--- src/rtl/btn_debounce_pkg.sv ---
// Shared types and defaults for the pushbutton debounce front end.
// State encoding of the per-channel debounce FSM plus default sizing.
package btn_debounce_pkg;

  typedef enum logic [1:0] {
    REL        = 2'd0,
    PRESS_WAIT = 2'd1,
    PRS        = 2'd2,
    REL_WAIT   = 2'd3
  } db_state_e;

  localparam int DEF_N_BTN     = 3;
  localparam int DEF_DB_CYCLES = 500000;
  localparam int DEF_CNT_W     = 19;

endpackage

--- src/rtl/btn_debounce_ch.sv ---
// One debounce channel: 2-flop synchroniser, stability counter, 4-state FSM.
// Latency raw->clean is 2 + DB_CYCLES clocks; no backpressure, strobes are one cycle.
module btn_debounce_ch
  import btn_debounce_pkg::*;
#(
  parameter int DB_CYCLES = DEF_DB_CYCLES,
  parameter int CNT_W     = DEF_CNT_W
) (
  input  logic CLK,
  input  logic RST,
  input  logic btn_raw,
  output logic btn_clean,
  output logic btn_press,
  output logic btn_release
);

  localparam logic [CNT_W-1:0] CNT_LAST = CNT_W'(DB_CYCLES - 1);
  localparam logic [CNT_W-1:0] CNT_ONE  = CNT_W'(1);

  logic            sync1_q, sync2_q;
  db_state_e       state_q, state_d;
  logic [CNT_W-1:0] cnt_q, cnt_d;
  logic            clean_q, clean_d;
  logic            press_q, press_d;
  logic            release_q, release_d;

  always_comb begin
    state_d   = state_q;
    cnt_d     = cnt_q;
    clean_d   = clean_q;
    press_d   = 1'b0;
    release_d = 1'b0;
    unique case (state_q)
      REL: begin
        clean_d = 1'b1;
        if (!sync2_q) begin
          state_d = PRESS_WAIT;
          cnt_d   = CNT_ONE;
        end else begin
          cnt_d = '0;
        end
      end
      PRESS_WAIT: begin
        if (sync2_q) begin
          state_d = REL;
          cnt_d   = '0;
        end else if (cnt_q == CNT_LAST) begin
          state_d = PRS;
          cnt_d   = '0;
          clean_d = 1'b0;
          press_d = 1'b1;
        end else begin
          cnt_d = cnt_q + CNT_ONE;
        end
      end
      PRS: begin
        clean_d = 1'b0;
        if (sync2_q) begin
          state_d = REL_WAIT;
          cnt_d   = CNT_ONE;
        end else begin
          cnt_d = '0;
        end
      end
      REL_WAIT: begin
        if (!sync2_q) begin
          state_d = PRS;
          cnt_d   = '0;
        end else if (cnt_q == CNT_LAST) begin
          state_d   = REL;
          cnt_d     = '0;
          clean_d   = 1'b1;
          release_d = 1'b1;
        end else begin
          cnt_d = cnt_q + CNT_ONE;
        end
      end
      default: begin
        state_d = REL;
        cnt_d   = '0;
        clean_d = 1'b1;
      end
    endcase
  end

  // Synchroniser idles high so a released button looks stable out of reset.
  always_ff @(posedge CLK or negedge RST) begin
    if (!RST) begin
      sync1_q   <= 1'b1;
      sync2_q   <= 1'b1;
      state_q   <= REL;
      cnt_q     <= '0;
      clean_q   <= 1'b1;
      press_q   <= 1'b0;
      release_q <= 1'b0;
    end else begin
      sync1_q   <= btn_raw;
      sync2_q   <= sync1_q;
      state_q   <= state_d;
      cnt_q     <= cnt_d;
      clean_q   <= clean_d;
      press_q   <= press_d;
      release_q <= release_d;
    end
  end

  assign btn_clean   = clean_q;
  assign btn_press   = press_q;
  assign btn_release = release_q;

endmodule

--- src/rtl/btn_debounce.sv ---
// Debounce front end for N_BTN active-low pushbuttons, one independent channel each.
// Latency 2 + DB_CYCLES clocks per accepted edge; no backpressure.
module btn_debounce
  import btn_debounce_pkg::*;
#(
  parameter int N_BTN     = DEF_N_BTN,
  parameter int DB_CYCLES = DEF_DB_CYCLES,
  parameter int CNT_W     = DEF_CNT_W
) (
  input  logic             CLK,
  input  logic             RST,
  input  logic [N_BTN-1:0] btn_raw,
  output logic [N_BTN-1:0] btn_clean,
  output logic [N_BTN-1:0] btn_press,
  output logic [N_BTN-1:0] btn_release
);

  for (genvar i = 0; i < N_BTN; i++) begin : g_ch
    btn_debounce_ch #(
      .DB_CYCLES (DB_CYCLES),
      .CNT_W     (CNT_W)
    ) u_ch (
      .CLK         (CLK),
      .RST         (RST),
      .btn_raw     (btn_raw[i]),
      .btn_clean   (btn_clean[i]),
      .btn_press   (btn_press[i]),
      .btn_release (btn_release[i])
    );
  end

endmodule

--- config.mk ---
export PLATFORM = sky130hd
export DESIGN_NAME = btn_debounce
export DESIGN_NICKNAME = d
export VERILOG_FILES = /design/src/rtl/btn_debounce_pkg.sv /design/src/rtl/btn_debounce_ch.sv /design/src/rtl/btn_debounce.sv
export SDC_FILE = /design/constraint.sdc
export NUM_CORES = 1
export LEC_CHECK = 0
export CAP_MARGIN = 0
export CORE_MARGIN = 4
export CORE_UTILIZATION = 30
export CTS_CLUSTER_SIZE = 20
export DETAILED_ROUTE_END_ITERATION = 12
export PLACE_DENSITY = 0.52
export SYNTH_ARGS = -nofsm -noshare
export SYNTH_HDL_FRONTEND = slang
export SYNTH_HIERARCHICAL = 1
export SYNTH_SLANG_ARGS = --single-unit
--- constraint.sdc ---
create_clock -name CLK -period 4.41 [get_ports CLK]
set_input_delay 1.1025 -clock CLK [delete_from_list [all_inputs] [get_ports CLK]]
set_output_delay 1.1025 -clock CLK [all_outputs]
set_load 0.1 [all_outputs]
# == Word-level counts from Yosys, hierarchy flattened ==
# Cells that the tools add are included.
# totals
register_bits,78
# op_classes
n_addsub,3
eq_ne,36
mux,69
n_reduce_logical,9
# op_table
op,n
19-bit one-hot mux with 4 select lines,3
19-bit 2-to-1 mux,9
19-bit by 1-bit adder with 19-bit output (second input constant),3
19-bit equality test (second input constant),3
2-bit 2-to-1 mux,18
1-bit 2-to-1 mux,33
2-bit by 1-bit != test with 1-bit output (second input constant),12
2-bit one-hot mux with 4 select lines,3
4-bit AND reduction,6
2-bit equality test (second input constant),6
2-bit != test (second input constant),6
1-bit one-hot mux with 4 select lines,3
3-bit by 1-bit != test with 1-bit output (second input constant),3
3-bit != test (second input constant),3
2-bit by 1-bit equality test with 1-bit output (second input constant),3
2-bit logical NOT,3

# == Logic depth before layout (Yosys ltp) ==
# logic_depth
depth_word,4
ltp_mapped,9
depth_no_buf,7

# == Modules after synthesis ==
# Netlist, hierarchy kept.
# by_module_without_submodules
module,n_inst,cells_each,area_per_inst_um2,seq_area_each_um2
btn_debounce_ch (g_ch[2].u_ch),1,134,1475.2,654.4
btn_debounce_ch (g_ch[0].u_ch),1,131,1348.8,654.4
btn_debounce_ch (g_ch[1].u_ch),1,130,1327.5,654.4

# == Worst setup path before layout ==
# OpenSTA, ideal clock, no wires.
# synth_timing
path_kind,flip-flop to output port
startpoint,register g_ch[0].u_ch.press_q
endpoint,output port btn_press[0]
arrival_ns,0.883
path_slack_ns,2.424
stages_incl_launch_ff,1
path_cell_list,dfrtp_1
# synth_rtl
item,line,source
from (decl),btn_debounce_ch.sv:24,"logic press_q, press_d;"
from (signal assigned),btn_debounce_ch.sv:102,press_q <= press_d;
to (decl),btn_debounce.sv:14,"output logic [N_BTN-1:0] btn_press,"
# No word-level cell between the ends.

# == Final worst setup path ==
# layout_timing
startpoint,register g_ch[2].u_ch.clean_q
endpoint,output port btn_clean[2]
# layout_rtl
item,line,source
from (decl),btn_debounce_ch.sv:23,"logic clean_q, clean_d;"
from (signal assigned),btn_debounce_ch.sv:101,clean_q <= clean_d;
to (decl),btn_debounce.sv:13,"output logic [N_BTN-1:0] btn_clean,"
# No word-level cell between the ends.

==> flow_metrics.env <==
export IMPL_outcome="completed"
export IMPL_grt_pass1_vias=2863
export IMPL_wl_um=7420
export IMPL_tritoncts="yes"
export IMPL_cts_htree_levels=3
export IMPL_synth_seq_area_share_pct=47.3
export IMPL_critPathArrivalTime_ns=2.02
export IMPL_area_delta_synth_final_pct=14.4
export IMPL_drive_gt1_share_pct=13.5
export IMPL_crit_path_start_kind="flop"
export IMPL_grt_first_pass_wirelength_um=13200
export IMPL_fin_crit_ns=3.12
export IMPL_ys_top_cells_by_area="dfrtp_1 (42%), xor2_1 (7.6%), dfstp_2 (5.7%)"
export IMPL_hold_path_depth=0
export IMPL_cts_hold_buf=0
export IMPL_synth_async_reset_ratio_pct=100
export IMPL_avgSynthCellArea_um2=10.5
export IMPL_grt_max_degree=79
export IMPL_ys_top_cells_by_count="dfrtp_1 (69), nor2_1 (60), xor2_1 (36)"
export IMPL_num_io_pins=14
export IMPL_diodes=0
export IMPL_cp_buffers_inverters=1
export IMPL_synth_area_mux_share_pct=0.723
export IMPL_netlist_area_um2=4150
export IMPL_synthSimpleGateAreaFrac_pct=25.8
export IMPL_clkPwrFrac_pct=33.1
export IMPL_yosys_warnings=6
export IMPL_switching_share_pct=35.3
export IMPL_vias_per_cell=4.71
export IMPL_vias=2784
export IMPL_crit_cells=1
export IMPL_gr_total_overflow=0
export IMPL_pwr_share_seq_pct=36.0
export IMPL_netlist_instances=395
export IMPL_hold_viol_final=0
export IMPL_peakVddDrop_mv=0.221
export IMPL_dpl_cell_area_um2=4430
export IMPL_p_int_uw=1560
export IMPL_crit_fanout=3
export IMPL_slowest_delay_ns=1.14
export IMPL_cts_sinks=78
export IMPL_p_switching_uw=849
export IMPL_die_x_um=126
export IMPL_post_route_util_pct=35.5
export IMPL_clk_pin_slew_ns=0.06
export IMPL_final_antenna_net_count=0
export IMPL_synth_top_cell_by_area="dfrtp_1"
export IMPL_io_buffer_count=13
export IMPL_synth_seq_cells=78
export IMPL_dr_first_iter_drc_count=186
export IMPL_worst_pin_slew_ns=0.979
export IMPL_core_area_um2=13400
export IMPL_crit_path_end_kind="output pin"
export IMPL_hp_class="reg -> reg"
export IMPL_synth_nets=418
export IMPL_synthDistinctLibCells=63
export IMPL_yosysMostFrequentCell="dfrtp_1"
export IMPL_gp_congestion=0.782
export IMPL_synth_top_family_by_area="simple AND/OR/NAND/NOR gates"
export IMPL_setup_viol=0
export IMPL_rows=42
export IMPL_synth_xor_area_share_pct=10.8
export IMPL_die_h_um=126
export IMPL_ys_flop_type="dfrtp_1"
export IMPL_finClkSkew_ns=0.00371
export IMPL_synth_compound_area_share_pct=7.23
export IMPL_drv_cap=0
export IMPL_setup_ws_ns=1.29
export IMPL_finalSetupTns_ns=0
export IMPL_numCtsBuffers=9
export IMPL_drc_errors=0
export IMPL_wire_per_inst_um=12.6
export IMPL_pwr_share_comb_pct=30.9
export IMPL_first_pass_iters=4
export IMPL_stdcell_area_um2=4750
export IMPL_dp_hpwl_um=4940
export IMPL_crit_path_top_delay_cell="clkdlybuf4s50_1"
export IMPL_slew_viol_final=0
export IMPL_path_class="reg -> out"
export IMPL_clk_latency_ns=0.33
export IMPL_critPathRequiredTime_ns=3.31
export IMPL_leakage_uw=0.00198
export IMPL_final_nets=433
export IMPL_reg2reg_depth=6
export IMPL_cts_root_buf="clkbuf_16"
export IMPL_cts_resized=0
export IMPL_synth_edf_count=0
export IMPL_fmaxAchievable_ghz=0.321
export IMPL_synth_top_area_share_pct=41.6
export IMPL_slew_headroom_pct=34.5
export IMPL_rsz0062_at_grt="no"
export IMPL_place_ws_ns=1.63
export IMPL_post_cts_setup_buffers=0
export IMPL_finalCritPeriodShare_pct=70.8
export IMPL_p_per_area_nw_per_um2=507
export IMPL_start_util_pct=31.0
export IMPL_synth_adder_area_share_pct=5.42
export IMPL_dieArea_um2=15800
export IMPL_critPathTopFamily="buffers and inverters"
export IMPL_grt_use_total_pct=10.1
export IMPL_path_cells="clkdlybuf4s50_1"
export IMPL_clockBufferDepth=2
export IMPL_antenna_found_initial=0
==> logic make-up after synthesis <==
family                     count (synthesis)
and+or+nand+nor                          186
muxes                                      3
AOI/OAI and AO/OA                         39
buffers and inverters                     20
DFF                                       78
xor gates and xnor gates                  51
adders and majority gates                 18
==> power by group through the flow <==
stage	sequential, uW	combinational (uW)	clock, uW
floorplan	968	523	0
global route	880	824	855
global placement	874	730	0
detailed placement	880	742	0
CTS	867	751	825
finish	868	743	797
==> flip-flops by register name, summed over array words and instances, names as in the netlist, named ones only <==
name                   flops
g_ch.u_ch/sync2_q          3
g_ch.u_ch/btn_release      3
g_ch.u_ch/btn_clean        3
g_ch.u_ch/state_q          3
g_ch.u_ch/cnt_q           57
g_ch.u_ch/btn_press        3
g_ch.u_ch/sync1_q          3
==> cells in the final DEF (no fill, tap or decap), types with 2 or more instances in the layout <==
cell type        count
clkbuf_16            9
nor2b_1              3
xor2_1              36
o31ai_1              2
nor3_1               5
nor4b_1              4
mux2i_1              3
dfrtp_1             69
bufinv_16            2
o21ai_0              7
and3_1               5
and2_1               5
clkdlybuf4s50_1     12
nor2_4              10
ha_1                18
nand3b_1             2
xnor2_1             15
o21a_1               4
o22a_1               2
nand4_1             15
nand3_1             19
nor2_1              60
nand2_1             27
or2_2                3
inv_1               11
dfstp_2              9
a21oi_1              6
o211ai_1             2
nor4_2               2
o311ai_0             2
and4_1               6
clkinv_4             3
nand2b_1             5
==> area by class of cell <==
cell class              count  area, um^2
repair buffers             13         128
clock buffers               9         225
fillers                  1302        8650
clock inverters             7        98.8
well taps                 176         220
flip-flops and latches     78        1960
inverters                  11        41.3
multi-input cells         297        2070
==> per-layer routing <==
metal | track usage (%) | wire (um)
met1 | 13.0 | 3620
met3 | 2.20 | 155
met4 | 4.78 | 159
met5 | 0 | 0
met2 | 16.3 | 3480
==> per-stage QoR <==
| step | power [uW] | cells | hold WS [ns] |
|---|---|---|---|
| detailed placement | 1620 | 575 | 0.348 |
| global placement | 1600 | 575 | 0.346 |
| CTS | 2440 | 591 | 0.355 |
| finish | 2410 | 591 | 0.352 |
| floorplan | 1490 | 395 | 0.345 |
| global route | 2560 | 591 | 0.357 |
==> worst paths after layout <==
check | from | endpoint | slack, ns
min reg2reg | g_ch[0].u_ch/sync1_q$_DFF_PN1_ | g_ch[0].u_ch/sync2_q$_DFF_PN1_ | 0.35
max in group asynchronous | RST | g_ch[2].u_ch/state_q[0]$_DFFE_PN0P_ | 2.85
min in group asynchronous | RST | g_ch[1].u_ch/state_q[0]$_DFFE_PN0P_ | 0.93
max reg2reg | g_ch[0].u_ch/cnt_q[0]$_DFF_PN0_ | g_ch[0].u_ch/cnt_q[5]$_DFF_PN0_ | 2.23
min | g_ch[0].u_ch/sync1_q$_DFF_PN1_ | g_ch[0].u_ch/sync2_q$_DFF_PN1_ | 0.35
max | g_ch[2].u_ch/btn_clean$_DFFE_PN1P_ | btn_clean[2] | 1.29
Power figures use the tool's default switching activity.
